===== config.mk =====
export PLATFORM = sky130hd
export DESIGN_NAME = pll_reset_ctrl
export DESIGN_NICKNAME = d
export VERILOG_FILES = /design/src/rtl/pll_reset_ctrl.sv
export SDC_FILE = /design/constraint.sdc
export NUM_CORES = 1
export LEC_CHECK = 0
export ABC_AREA = 0
export CAP_MARGIN = 20
export CORE_ASPECT_RATIO = 1.25
export CORE_UTILIZATION = 50
export DETAILED_ROUTE_END_ITERATION = 10
export PLACE_DENSITY = 0.81
export SETUP_SLACK_MARGIN = 0.02
export SLEW_MARGIN = 0
export SYNTH_ARGS = -nofsm -noshare
export SYNTH_HDL_FRONTEND = slang
export SYNTH_SLANG_ARGS = --single-unit

===== constraint.sdc =====
create_clock -name sys_clk -period 1.7 [get_ports sys_clk]
set_input_delay 0.17 -clock sys_clk [delete_from_list [all_inputs] [get_ports sys_clk]]
set_output_delay 0.17 -clock sys_clk [all_outputs]
set_load 0.01 [all_outputs]

===== src/rtl/pll_reset_ctrl.sv =====
// pll_reset_ctrl: sequences PLL reset, lock qualification and downstream reset release
module pll_reset_ctrl #(
   parameter int PLL_RST_CYCLES = 16,
   parameter int LOCK_TIMEOUT = 27000,
   parameter int STABLE_CYCLES = 2700
) (
   input  logic       sys_clk,
   input  logic       rst,
   input  logic       pll_lock,
   input  logic       soft_reinit,
   output logic       pll_reset,
   output logic       rst_out,
   output logic       ready,
   output logic [1:0] state,
   output logic [7:0] retry_cnt,
   output logic [7:0] loss_cnt
);
   localparam int M1 = PLL_RST_CYCLES > LOCK_TIMEOUT ? PLL_RST_CYCLES : LOCK_TIMEOUT;
   localparam int MAXP = M1 > STABLE_CYCLES ? M1 : STABLE_CYCLES;
   localparam int CW = MAXP > 1 ? $clog2(MAXP) : 1;
   localparam logic [CW-1:0] RST_LAST = CW'(PLL_RST_CYCLES - 1);
   localparam logic [CW-1:0] TO_LAST = CW'(LOCK_TIMEOUT - 1);
   localparam logic [CW-1:0] ST_LAST = CW'(STABLE_CYCLES - 1);
   localparam logic [1:0] RESET_PLL = 2'd0;
   localparam logic [1:0] WAIT_LOCK = 2'd1;
   localparam logic [1:0] STABLE = 2'd2;
   localparam logic [1:0] RUN = 2'd3;
   logic          lock_m, lock_s;
   logic [CW-1:0] cnt, cnt_n;
   logic [1:0]    nxt;
   logic [7:0]    retry_n, loss_n;
   always_comb begin
      nxt = state;
      cnt_n = cnt + 1'b1;
      retry_n = retry_cnt;
      loss_n = loss_cnt;
      if (soft_reinit)
         nxt = RESET_PLL;
      else
         case (state)
            RESET_PLL: nxt = cnt == RST_LAST ? WAIT_LOCK : RESET_PLL;
            WAIT_LOCK:
               if (lock_s)
                  nxt = STABLE;
               else if (cnt == TO_LAST) begin
                  nxt = RESET_PLL;
                  retry_n = retry_cnt + {7'd0, retry_cnt != 8'hFF};
               end
            STABLE: nxt = !lock_s ? WAIT_LOCK : cnt == ST_LAST ? RUN : STABLE;
            default:
               if (!lock_s) begin
                  nxt = RESET_PLL;
                  loss_n = loss_cnt + {7'd0, loss_cnt != 8'hFF};
               end else
                  cnt_n = cnt;
         endcase
      // a soft re-init from RESET_PLL restarts the pulse even though the state code is unchanged
      if (nxt != state || soft_reinit)
         cnt_n = '0;
   end
   always_ff @(posedge sys_clk)
      if (rst) begin
         lock_m <= 1'b0;
         lock_s <= 1'b0;
         state <= RESET_PLL;
         cnt <= '0;
         pll_reset <= 1'b1;
         rst_out <= 1'b1;
         ready <= 1'b0;
         retry_cnt <= 8'd0;
         loss_cnt <= 8'd0;
      end else begin
         lock_m <= pll_lock;
         lock_s <= lock_m;
         state <= nxt;
         cnt <= cnt_n;
         pll_reset <= nxt == RESET_PLL;
         rst_out <= nxt != RUN;
         ready <= nxt == RUN;
         retry_cnt <= retry_n;
         loss_cnt <= loss_n;
      end
endmodule

==> impl.org <==
** Status
- Outcome :: finished, violations left
- Violations in the final reports :: setup timing

** Power and ir drop
- Internal Power :: 1.337 mW
- PnR Total Power :: 1.733 mW
- In this run, the combinational gates consume 4.6% of the power.
- Part of the total power dissipated in sequential elements :: 51.9%
- Of the total power, the share spent switching nets is 22.84%.
- Power spread over the standard cell area amounts to 520.9 mW/mm^2.
- The clock network accounts for 43.5% of the total power.
- Worst ir drop on vdd :: 0.6124 mV
- For this design the static power due to leakage is 1.324 nW.
- Switching power of the nets :: 0.3958 mW

** Worst hold path
- The startpoint identified for the worst hold timing path is pll_lock.
- The tightest min-delay check is of the input pin to flop type.

** Logic synthesis
- Yosys mapped a number of flops with a built-in enable equal to 0.
- In this run the cell area of the synthesized design comes to 0.002022 sq mm.
- When the netlist entered floorplanning its net count stood at 230.
- The synthesized design contains 38 register bits.
- Avg Inst Size Synth :: 9.191 sq um
- Number of instances in the synthesized netlist :: 220
- Async set or reset register ratio after synthesis :: 0%
- The netlist uses 49 different library cells.
- Number of synthesis warnings :: 0
- Synth Flop Type :: dfxtp_1
- Sequential-to-total area share from yosys stat :: 37.62%

** Finish
- The post-route netlist has 46.58% of its cells at a drive strength greater than 1.
- Relative area change from synthesis to final layout :: 64.54%
- Ant diodes :: 0
- After filler insertion, the fill cell instance count of the layout stands at 174.
- Number of nets in the final layout :: 316
- For this run, the share of the core covered by cells in the final layout is 87.18%.

** Route
- Routed wire length per instance :: 24.16 microns
- Once detail routing completed, the nets flagged for antenna violations numbered 0.
- For this block, the routed nets add up to 8.721 mm of wire.
- After detailed routing, the number of vias per cell comes to 6.609.
- First-pass iteration count of the detailed router :: 5
- The first routing iteration left 175 violations.
- Overall via count from detail_route :: 2,386
- Number of DRC violations after detailed routing :: 0

** CTS
- The root buffer cell chosen for the clock tree is clkbuf_8.
- Clock tree buffer depth :: 2
- Num CTS Buffers :: 5
- H-tree levels :: 2
- Clock-pin slew reported for the worst setup and hold paths after clock tree synthesis :: 0.08 ns
- Hold repair after CTS inserted 0 buffers.
- TritonCTS built the clock tree.
- Clock sinks :: 38
- Clock insertion delay at the later pin of the skew report :: 0.30 ns

** Floorplan
- Once the floorplan was initialized, standard cells occupied 52.98% of the core.
- The floorplan step defined a die boundary enclosing 0.004303 sq mm.
- Std cell rows :: 25
- For this design the top-level I/O count stands at 25.
- Vert. Die Dim :: 73.10 microns
- The total area inside the core boundary comes to 0.003816 sq mm.
- Die outline width :: 58.88 microns

** Global routing
- Initial antenna violation count :: 0
- In the global route stage, overall resource usage came out at 35.30%.
- The number of global-route vias before repair came to 2,169.
- Remaining Overflow, GRT :: 0
- Global-route wire length before repair :: 10.96 mm
- Largest net degree at the start of global routing :: 24

** Timing
- The routed design could run at a clock period as short as 2.067 ns.
- The worst pin sits at a relative slew slack of 58.09%.
- Summed over all failing endpoints, the final setup total negative slack is -3.740 ns.
- Of the available clock period, the critical path in the final layout requires 121.6%.
- For this run, the top clock speed supported by timing is 0.4839 GHz.
- Slew @ Worst Pin :: 0.6286 ns
- Setup clock skew after layout :: 0.01229 ns
- Total count of hold-check failures in the final report :: 0
- Setup ws final :: -0.3667 ns
- Slew Limit Fails :: 0
- Number of failing setup endpoints in the final timing report :: 25
- RSZ-0062 raised after global routing :: yes

** Critical path
- The critical path in this run is classified as flop to flop.
- Master of the slowest instance on the critical path :: dfxtp_2
- Among cell families on the critical path, the largest total delay comes from simple AND/OR/NAND/NOR gates.
- Worst EP arrival :: 2.26 ns
- Along the worst path, the maximum fanout reaches 3.
- The critical path starts at retry_cnt[4]$_SDFFE_PP0P_.
- The critical path goes through and3_4, nand4_1, ha_2, and4bb_2, nand4_1, nor3_4, mux2_4.
- Data required time of the worst path :: 1.90 ns
- Startpoint of the worst-slack reg-to-reg timing path :: retry_cnt[4]$_SDFFE_PP0P_
- The cell that appears most often on the critical path is nand4_1.
- Counting both buffers and inverters, the worst setup path holds a total of 0.
- Crit-path max cell delay :: 0.33 ns
- The worst setup path is launched from a flop.
- Endpoint class of the critical path :: flop

** Placed design
- Number of input and output port buffers inserted :: 24
- The wire-length estimate of the detail-placed layout is 3.910 mm.
- At the end of routability-driven placement, the weighted congestion stood at 0.9150.

** Run
- Max-cap violations in this run came to 0.
cell type report:
type	instances	area (sq um)	area share, %
multi-input cells	168	1574	47.31
repair buffers	91	787.0	23.66
flip-flops and latches	38	780.7	23.47
clock buffers	8	110.1	3.310
well taps	54	67.56	2.031
inverters	2	7.507	0.2256
Yosys cell counts, types with 5 or more instances:
library cell	number	share of area, %
and3_1	8	2.5
buf_2	5	1.2
clkbuf_1	5	0.93
dfxtp_1	38	38
ha_1	6	3.7
mux2_2	5	2.8
nand2_1	12	2.2
nand3_1	5	1.2
nand4_1	16	5.0
nor2_1	18	3.3
nor2b_1	10	3.1
nor3_1	5	1.2
nor4_1	9	2.8
o21ai_0	6	1.5
or3_1	5	1.5
xor2_1	12	5.2
cells in the final DEF, fill, tap and decap left out, drive strengths merged, types with 6 or more instances in the layout:
cell and count:
o21ai 6, buf 67, nand4 16, nor2 18, nor2b 10, dfxtp 38
ha 6, and3 8, clkdlybuf4s50 24, xor2 12, nor4 10, nand2 12
clkbuf 8
layer usage:
metal,up-vias,track usage [%],wire (microns)
met5,-,0,0
met1,1145,36.99,3037
li1,998,-,-
met4,0,19.58,596
met2,179,64.14,4482
met3,64,7.447,605
registers in the layout, indices dropped and copies added, names as in the netlist:
register,count
cnt,15
loss_cnt,8
lock_s,1
retry_cnt,8
ready,1
state,2
rst_out,1
pll_reset,1
lock_m,1
power by group through the flow:
stage          Clock, mW  Combinational [mW]  Sequential [mW]
3_5_place_dp           0              0.0573            0.919
5_1_grt            0.791              0.0821            0.900
6_report           0.754              0.0796            0.900
4_1_cts            0.749              0.0656            0.898
3_3_place_gp           0              0.0546            0.919
2_1_floorplan          0              0.0269            0.919
metrics by stage:
step | setup slack (ns) | hold slack (ns) | instance area (sq um) | cells
3_3_place_gp | -0.1453 | 0.4189 | 2716 | 342
5_1_grt | -0.3886 | 0.4876 | 3327 | 361
6_report | -0.3667 | 0.4673 | 3327 | 361
2_1_floorplan | -0.01138 | 0.2982 | 2048 | 220
3_5_place_dp | -0.3342 | 0.4477 | 2716 | 342
4_1_cts | -0.08548 | 0.4467 | 3062 | 353
kinds of logic (layout without fill, tap and decap cells):
| group | after synthesis | after routing | synth area share [%] |
|---|---|---|---|
| muxes | 7 | 7 | 3.775 |
| buffers and inverters | 14 | 101 | 3.341 |
| DFF | 38 | 38 | 37.62 |
| and+or+nand+nor | 113 | 113 | 35.39 |
| adders and majority gates | 6 | 6 | 3.713 |
| AOI/OAI and AO/OA | 27 | 27 | 9.654 |
| xor gates and xnor gates | 15 | 15 | 6.498 |
worst paths after layout:
check,endpoint,slack [ns],cells past startpoint
worst max-delay path,retry_cnt[7]$_SDFFE_PP0P_,-0.37,7
worst min-delay path,lock_m$_SDFF_PP0_,0.47,2
worst max register to register,retry_cnt[7]$_SDFFE_PP0P_,-0.37,7
worst min register to register,lock_s$_SDFF_PP0_,0.54,1
what timing repair did:
action / 4_1_cts / 5_1_grt
setup buffers: 4 / 8
cloned: 0 / 0
hold endpoints to repair: 0 / 0
endpoints found under the setup margin: 24 / 28
pin swaps: 15 / 16
gates resized for setup: 49 / 35
Power figures use the tool's default switching activity.
